<file path="config.mk">
export PLATFORM = sky130hd
export DESIGN_NAME = adau_spi_burst_master
export DESIGN_NICKNAME = d
export VERILOG_FILES = /design/src/rtl/adau_spi_burst_master.sv
export SDC_FILE = /design/constraint.sdc
export NUM_CORES = 1
export LEC_CHECK = 0
export CORE_AREA = 2 2 94 187
export DETAILED_ROUTE_END_ITERATION = 6
export DIE_AREA = 0 0 96 189
export SLEW_MARGIN = 25
export SYNTH_ARGS = -nofsm -noshare
export SYNTH_HDL_FRONTEND = slang
export SYNTH_SLANG_ARGS = --single-unit
</file>
<file path="constraint.sdc">
create_clock -name clk -period 3.2 [get_ports clk]
set_clock_uncertainty 0.2 [all_clocks]
set_input_delay 0.96 -clock clk [delete_from_list [all_inputs] [get_ports clk]]
set_output_delay 0.96 -clock clk [all_outputs]
set_load 0.02 [all_outputs]
</file>
<file path="src/rtl/adau_spi_burst_master.sv">
// SPI control-port master for the ADAU codec: init latch pulses, then framed
// read/write bursts of {CHIP_ADDR,RW}, 16-bit register address and 1..MAX_BYTES data bytes.
module adau_spi_burst_master #(
  parameter int          CLK_DIV     = 8,
  parameter int          MAX_BYTES   = 4,
  parameter logic [6:0]  CHIP_ADDR   = 7'h00,
  parameter int          INIT_PULSES = 3,
  parameter int          LATCH_GAP   = 4,
  localparam int         LW          = $clog2(MAX_BYTES) + 1
) (
  input  logic                   clk,
  input  logic                   reset,
  input  logic                   cmd_valid,
  output logic                   cmd_ready,
  input  logic                   cmd_rw,
  input  logic [15:0]            cmd_addr,
  input  logic [LW-1:0]          cmd_nbytes,
  input  logic [8*MAX_BYTES-1:0] cmd_wdata,
  output logic                   rsp_valid,
  output logic                   rsp_err,
  output logic [8*MAX_BYTES-1:0] rsp_rdata,
  input  logic                   cout,
  output logic                   cdata,
  output logic                   cclk,
  output logic                   clatch_n,
  output logic                   busy,
  output logic [2:0]             led
);

  localparam int DW   = 8 * MAX_BYTES;
  localparam int SW   = 24 + DW;
  localparam int BW   = $clog2(SW + 1);
  localparam int TMAX = (2 * CLK_DIV > LATCH_GAP) ? 2 * CLK_DIV : LATCH_GAP;
  localparam int TW   = $clog2(TMAX + 1);
  localparam int PW   = (INIT_PULSES > 1) ? $clog2(INIT_PULSES) : 1;
  localparam int RXW  = $clog2(DW);

  typedef enum logic [2:0] {
    ST_BOOT,
    ST_INIT_LO,
    ST_INIT_HI,
    ST_IDLE,
    ST_SETUP,
    ST_SHIFT,
    ST_HOLD,
    ST_GAP
  } state_t;

  state_t          state_q, state_d;
  logic [TW-1:0]   cnt_q, cnt_d;
  logic            phase_q, phase_d;
  logic [BW-1:0]   bit_q, bit_d;
  logic [BW-1:0]   nbits_q, nbits_d;
  logic            rw_q, rw_d;
  logic [SW-1:0]   sreg_q, sreg_d;
  logic [DW-1:0]   rx_q, rx_d;
  logic [DW-1:0]   rdata_q, rdata_d;
  logic            rsp_valid_q, rsp_valid_d;
  logic            rsp_err_q, rsp_err_d;
  logic [PW-1:0]   pcnt_q, pcnt_d;
  logic            init_done_q, init_done_d;
  logic            last_err_q, last_err_d;
  logic [2:0]      led_q, led_d;

  logic            nb_ok;
  logic [RXW-1:0]  rx_idx;

  assign nb_ok  = (cmd_nbytes != '0) && (cmd_nbytes <= LW'(MAX_BYTES));
  // Data bit d lands in byte d/8, bit 7-d%8: i.e. the low three index bits inverted.
  assign rx_idx = RXW'(bit_q - BW'(24)) ^ RXW'(7);

  always_comb begin
    state_d     = state_q;
    cnt_d       = cnt_q;
    phase_d     = phase_q;
    bit_d       = bit_q;
    nbits_d     = nbits_q;
    rw_d        = rw_q;
    sreg_d      = sreg_q;
    rx_d        = rx_q;
    rdata_d     = rdata_q;
    rsp_valid_d = 1'b0;
    rsp_err_d   = 1'b0;
    pcnt_d      = pcnt_q;
    init_done_d = init_done_q;
    last_err_d  = last_err_q;

    case (state_q)
      ST_BOOT: begin
        cnt_d = '0;
        if (INIT_PULSES > 0) state_d = ST_INIT_LO;
        else                 state_d = ST_IDLE;
      end
      ST_INIT_LO: begin
        if (cnt_q == TW'(2 * CLK_DIV - 1)) begin
          cnt_d   = '0;
          state_d = ST_INIT_HI;
        end else begin
          cnt_d = cnt_q + 1'b1;
        end
      end
      ST_INIT_HI: begin
        if (cnt_q == TW'(LATCH_GAP - 1)) begin
          cnt_d = '0;
          if (int'(pcnt_q) >= INIT_PULSES - 1) begin
            state_d = ST_IDLE;
          end else begin
            pcnt_d  = pcnt_q + 1'b1;
            state_d = ST_INIT_LO;
          end
        end else begin
          cnt_d = cnt_q + 1'b1;
        end
      end
      ST_IDLE: begin
        if (cmd_valid) begin
          if (nb_ok) begin
            rw_d    = cmd_rw;
            nbits_d = BW'(24 + 8 * int'(cmd_nbytes));
            sreg_d[SW-1 -: 24] = {CHIP_ADDR, cmd_rw, cmd_addr};
            for (int unsigned k = 0; k < MAX_BYTES; k++) begin
              sreg_d[DW-1-8*k -: 8] = cmd_rw ? 8'h00 : cmd_wdata[8*k +: 8];
            end
            rx_d    = '0;
            cnt_d   = '0;
            state_d = ST_SETUP;
          end else begin
            rsp_valid_d = 1'b1;
            rsp_err_d   = 1'b1;
            last_err_d  = 1'b1;
          end
        end
      end
      ST_SETUP: begin
        if (cnt_q == TW'(CLK_DIV - 1)) begin
          cnt_d   = '0;
          phase_d = 1'b0;
          bit_d   = '0;
          state_d = ST_SHIFT;
        end else begin
          cnt_d = cnt_q + 1'b1;
        end
      end
      ST_SHIFT: begin
        if (cnt_q == TW'(CLK_DIV - 1)) begin
          cnt_d = '0;
          if (!phase_q) begin
            phase_d = 1'b1;
            if (rw_q && (bit_q >= BW'(24))) rx_d[rx_idx] = cout;
          end else if (bit_q == nbits_q - 1'b1) begin
            state_d = ST_HOLD;
          end else begin
            bit_d   = bit_q + 1'b1;
            phase_d = 1'b0;
            sreg_d  = {sreg_q[SW-2:0], 1'b0};
          end
        end else begin
          cnt_d = cnt_q + 1'b1;
        end
      end
      ST_HOLD: begin
        if (cnt_q == TW'(CLK_DIV - 1)) begin
          cnt_d       = '0;
          rsp_valid_d = 1'b1;
          last_err_d  = 1'b0;
          if (rw_q) rdata_d = rx_q;
          state_d     = ST_GAP;
        end else begin
          cnt_d = cnt_q + 1'b1;
        end
      end
      ST_GAP: begin
        if (cnt_q == TW'(LATCH_GAP - 1)) begin
          cnt_d   = '0;
          state_d = ST_IDLE;
        end else begin
          cnt_d = cnt_q + 1'b1;
        end
      end
      default: state_d = ST_BOOT;
    endcase

    if (state_d == ST_IDLE) init_done_d = 1'b1;
  end

  assign led_d = {init_done_d, state_d != ST_IDLE, last_err_d};

  always_ff @(posedge clk) begin
    if (reset) begin
      state_q     <= ST_BOOT;
      cnt_q       <= '0;
      phase_q     <= 1'b1;
      bit_q       <= '0;
      nbits_q     <= '0;
      rw_q        <= 1'b0;
      sreg_q      <= '0;
      rx_q        <= '0;
      rdata_q     <= '0;
      rsp_valid_q <= 1'b0;
      rsp_err_q   <= 1'b0;
      pcnt_q      <= '0;
      init_done_q <= 1'b0;
      last_err_q  <= 1'b0;
      led_q       <= '0;
    end else begin
      state_q     <= state_d;
      cnt_q       <= cnt_d;
      phase_q     <= phase_d;
      bit_q       <= bit_d;
      nbits_q     <= nbits_d;
      rw_q        <= rw_d;
      sreg_q      <= sreg_d;
      rx_q        <= rx_d;
      rdata_q     <= rdata_d;
      rsp_valid_q <= rsp_valid_d;
      rsp_err_q   <= rsp_err_d;
      pcnt_q      <= pcnt_d;
      init_done_q <= init_done_d;
      last_err_q  <= last_err_d;
      led_q       <= led_d;
    end
  end

  assign cmd_ready = (state_q == ST_IDLE);
  assign busy      = (state_q != ST_IDLE);
  assign clatch_n  = !(state_q inside {ST_INIT_LO, ST_SETUP, ST_SHIFT, ST_HOLD});
  assign cclk      = !((state_q == ST_SHIFT) && !phase_q);
  assign cdata     = (state_q inside {ST_SETUP, ST_SHIFT, ST_HOLD}) ? sreg_q[SW-1] : 1'b0;
  assign rsp_valid = rsp_valid_q;
  assign rsp_err   = rsp_err_q;
  assign rsp_rdata = rdata_q;
  assign led       = led_q;

endmodule

</file>
# ---- Word-level counts from Yosys, hierarchy flattened
# Index checks and enable logic that the tools add are counted.
dict set report classes {
  eq_ne 22
  bitwise_logic 3
  reduce_logical 24
  addsub 6
  n_mux 57
  order_cmp 5
}
# op count
set op_table {}
lappend op_table {{2-to-1 mux 56 bit} 5}
lappend op_table {{2-to-1 mux 32 bit} 5}
lappend op_table {{case mux 56 bit (2 select lines)} 1}
lappend op_table {{case mux 32 bit (2 select lines)} 1}
lappend op_table {{bitwise mux 32 bit} 1}
lappend op_table {{2-to-1 mux 8 bit} 4}
lappend op_table {{2-to-1 mux 3 bit} 10}
lappend op_table {{2-to-1 mux 5 bit} 5}
lappend op_table {{case mux 5 bit (5 select lines)} 1}
lappend op_table {{2-to-1 mux 6 bit} 4}
lappend op_table {{case mux 3 bit (8 select lines)} 1}
lappend op_table {{!= test 2 bit, second input constant} 7}
lappend op_table {{2-to-1 mux 1 bit} 13}
lappend op_table {{equality test 3 bit, second input constant} 4}
lappend op_table {{case mux 6 bit (2 select lines)} 1}
lappend op_table {{AND reduction 3 bit} 4}
lappend op_table {{AND reduction 6 bit} 2}
lappend op_table {{equality test 3 x 2 -> 1 bit, second input constant} 3}
lappend op_table {{adder 5 x 6 -> 6 bit, first input constant} 1}
lappend op_table {{adder 6 x 1 -> 6 bit, second input constant} 1}
lappend op_table {{equality test 6 bit} 1}
lappend op_table {{>= comparator 6 x 5 -> 1 bit, second input constant} 1}
lappend op_table {{< comparator 5 x 6 -> 1 bit, second input constant} 1}
lappend op_table {{!= test 3 x 2 -> 1 bit, second input constant} 2}
lappend op_table {{27 further kinds} 38}
dict set report totals {
  reg_bits 151
  elab_cells 132
  input_bits 56
}

# ---- Depth between registers and ports, before layout
dict set report logic_depth {
  word_depth 11
  ltp_mapped 10
  ltp_nobuf 9
}

# ---- Worst setup path after synthesis
# Ideal clock, no wire load.
dict set report synth_timing {
  path_type {in2reg}
  from {input cmd_nbytes[0]}
  to {register rx_q[10]}
  required_time_ps 2924
  arrival_ps 2348
  cell_stages 8
  slack_ps 576
  setup_ps 76
  cell_sequence {inv_1 -> ha_1 -> xnor2_1 -> nand3_2 -> a21oi_1 -> buf_4 -> nand3_1 -> o22ai_1}
}
dict set report synth_between {
  elab_chain_len 4
}
# item line_no
set synth_lines {}
lappend synth_lines {{from (decl)} 17} ;# input logic [LW-1:0] cmd_nbytes,
lappend synth_lines {{<= comparator 3 bit or nonzero test 3 bit (tied branches)} 68} ;# assign nb_ok = (cmd_nbytes != '0) && (cmd_nbytes <= LW'(MAX_BYTES));
lappend synth_lines {{logical AND 1 bit *} 68}
lappend synth_lines {{!= test 2 x 1 -> 1 bit (no source line) *} -}
lappend synth_lines {{AND reduction 6 bit (no source line) *} -}
lappend synth_lines {{to (signal assigned)} 213} ;# rx_q <= rx_d;
lappend synth_lines {{to (decl)} 56} ;# logic [DW-1:0] rx_q, rx_d;
# Every way passes the cells marked *; elsewhere a longest branch is shown, timed or not.
# A chain may end at the register's enable or synchronous reset.

# ---- Worst setup path in the final report
dict set report layout_timing {
  from {register state_q[0]}
  to {output cmd_ready}
}
dict set report layout_between {
  elab_chain_len 1
}
# item line_no
set layout_lines {}
lappend layout_lines {{from (decl)} 49} ;# state_t state_q, state_d;
lappend layout_lines {{from (signal assigned)} 206} ;# state_q <= state_d;
lappend layout_lines {{equality test 3 x 2 -> 1 bit} 224} ;# assign cmd_ready = (state_q == ST_IDLE);
lappend layout_lines {{to (decl)} 14} ;# output logic cmd_ready,
# Every way passes these cells.

==> summary.txt <==
Critical path
  – CP Class: reg -> out
  – CP Data Required Time: 2.04 ns
  – Crit. End Element: output port
  – Startpoint Class: flip-flop
  – Worst EP arrival: 1.90 ns
  – Reg2Reg Setup Slack: 0.53 ns
  – Crit Path Max Fanout: 5

Detailed routing
  – Drt via density: 5.32
  – Drt wl/cell: 15.1 um
  – Total wire length: 16900 um
  – Detail Route Antenna Nets: 0
  – Vias post-DR: 5926
  – Drt first pass iters: 5
  – Initial drt markers: 267
  – Drt drc: 0

Die
  – I/O pins: 98
  – Num rows: 67
  – Core box area: 0.0167 mm^2
  – Die height: 189 um
  – Initial Utilization: 39.3%
  – Die X: 96 um
  – Die area: 0.0181 mm^2

GRT
  – First-pass GRT wire length: 27800 um
  – Number of global-route vias before repair: 5730
  – Overall routing resource usage: 19.2%
  – Initial antenna violation count: 0
  – Largest net degree at the start of global routing: 142
  – Grt total ovfl: 0

STA
  – Final setup margin: 0.143 ns
  – Minimum clock period: 3.06 ns
  – Final TNS setup: 0 ns
  – Least-Margin Pin Slew: 0.643 ns
  – Final period util: 95.5%
  – Fin. Hold Viols: 0
  – # setup viols final: 0
  – RSZ-0062 raised after global routing: false
  – FMAX: 327 MHz
  – Max-slew headroom: 56.8%
  – Slew Viols, Final: 0

Logic synthesis
  – Syn nets: 895
  – Top-area cell type share of the netlist area: 44.5%
  – Post-synth EDFFs: 0
  – Synth area leader: dfxtp_1
  – Synth area leaders: dfxtp_1 (45%), a21oi_1 (9.5%), nand2_1 (7.6%)
  – Mean post-synth cell area: 7.91 um^2
  – Post-synthesis cell area: 0.00656 mm^2
  – Mapped Cells: 829
  – Cell variety after synth: 54
  – Post-synthesis sequential area ratio: 44.5%
  – Async SR Flop Fraction: 0%
  – Synth Register Bits: 146
  – Predominant post-synthesis flop cell: dfxtp_1
  – YS warnings: 0

Layout
  – Final-layout fill cell count: 1664
  – Multi-input logic area: 0.00324 mm^2
  – Synth-to-layout area growth: 27.3%
  – # nets final: 960
  – Most common cell after layout, fill and taps aside: dfxtp_1
  – Post-Layout Cell Count: 1114
  – Highest-count cells in the layout ignoring fill and taps: dfxtp_1 (146), nand2_1 (133), a21oi_1 (125), clkdlybuf4s50_1 (95), nor2_1 (72)
  – Layout cells sized above 1: 7.72%
  – # diodes: 0
  – Reg area: 0.00292 mm^2
  – Final Instance Area: 0.00835 mm^2

Place
  – Worst slack at placement: 0.0267 ns
  – Placement Cell Area: 0.00773 mm^2
  – Port buffer count: 97
  – GP Congestion: 0.801
  – Placed Instances: 1082
  – Post-DP HPWL: 11400 um

Pwr
  – Clk pwr share: 50.9%
  – Peak VDD IR: 0.327 mV
  – Power Internal: 3.18 mW
  – Sequential power share: 44.8%
  – PwrDens: 487 mW/mm^2
  – Psw: 893 uW
  – Power consumption: 4.07 mW
  – Leakage power: 2.80 nW
  – Comb power frac: 4.4%
  – Switching share of power: 21.9%

Clocking
  – CTS Buf Count: 17
  – Clock Latency Late Sink: 0.42 ns
  – Clock Tree Buf Depth: 2
  – Root Buffer: clkbuf_16
  – CTS tree: built
  – Sink Count: 146
  – Reg clk slew, reported paths: 0.06 ns
  – H-tree depth: 4
  – Setup repair bufs after CTS: 0
  – CTS Hold Bufs: 0

Min path
  – Hold Crit Class: reg -> reg

Flow run
  – Max Cap Viol: 0

Run status
  – Status: finished, final reports clean
state kept, by name (all words and copies together), names as in the netlist:
| signal | cells |
|---|---|
| bit_q | 6 |
| cnt_q | 5 |
| init_done_q | 1 |
| led | 2 |
| nbits_q | 3 |
| pcnt_q | 2 |
| phase_q | 1 |
| rsp_err | 1 |
| rsp_rdata | 32 |
| rsp_valid | 1 |
| rw_q | 1 |
| rx_q | 32 |
| sreg_q | 56 |
| state_q | 3 |
synthesized netlist by cell type, drive strengths merged (8+ instances only):
library cell / n
a211oi: 38
a21oi: 125
a311oi: 19
and2: 8
buf: 16
clkbuf: 63
dfxtp: 146
ha: 10
inv: 18
nand2: 133
nand3: 19
nand4: 8
nor2: 72
nor3: 8
nor3b: 32
o21ai: 41
o22ai: 25
per-stage QoR:
stage	util (%)	hold WS (ns)
4_1_cts	50.0	0.251
5_1_grt	50.1	0.266
3_3_place_gp	46.4	0.238
2_1_floorplan	-	0.224
6_report	50.1	0.248
3_5_place_dp	46.4	0.242
cells by family after synthesis:
group / count (synthesis) / share of synthesized area, %
xor gates and xnor gates: 6 / 1.01
adders and majority gates: 10 / 1.91
buffers and inverters: 97 / 6.04
AOI/OAI and AO/OA: 267 / 24.5
and+or+nand+nor: 301 / 21.6
DFF: 146 / 44.5
muxes: 2 / 0.305
final timing paths:
| path | depth (start not counted) | to | start |
|---|---|---|---|
| worst max-delay path | 4 | cmd_ready | state_q[0] |
| worst min-delay path | 2 | rsp_rdata[14] | rsp_rdata[14] |
| worst max register to register | 6 | led[1] | cnt_q[0] |
| worst min register to register | 2 | rsp_rdata[14] | rsp_rdata[14] |
worst max-delay path, stage by stage (launching register included):
cell	delay, ns
dfxtp_1	0.33
nand2_1	0.07
or2_1	0.31
inv_2	0.15
clkdlybuf4s50_1	0.62
final cells by class:
class                           instances  share of cell area (%)
Multi-Input combinational cell        586                    38.8
Sequential cell                       146                    35.0
Timing Repair Buffer                  125                    14.9
Clock buffer                           19                    5.30
Tap cell                              207                    3.10
Clock inverter                         13                    2.05
Inverter                               18                   0.809
metal layers:
| metal | wire [um] | GRT usage [%] | share of wire [%] | vias to the layer above |
|---|---|---|---|---|
| met2 | 9200 | 33.3 | 55 | 116 |
| met1 | 6750 | 22.0 | 40 | 2723 |
| met5 | 0 | 0 | 0 | - |
| met4 | 482 | 9.40 | 2.9 | 0 |
| met3 | 440 | 3.22 | 2.6 | 30 |
| li1 | - | - | - | 3057 |
power groups by stage:
stage	sequential, mW	clock (mW)	combinational (mW)
after floorplan	1.86	0	0.0817
final	1.82	2.07	0.177
after global routing	1.82	2.19	0.195
after global placement	1.86	0	0.180
after CTS	1.82	2.11	0.180
after detailed placement	1.86	0	0.179
what timing repair did:
item / 4_1_cts / 5_1_grt
endpoints found under the hold margin: 0 / 0
resized for setup: 0 / 1
endpoints found under the setup margin: 0 / 1
Note: power is estimated with default switching activity, not from simulation.
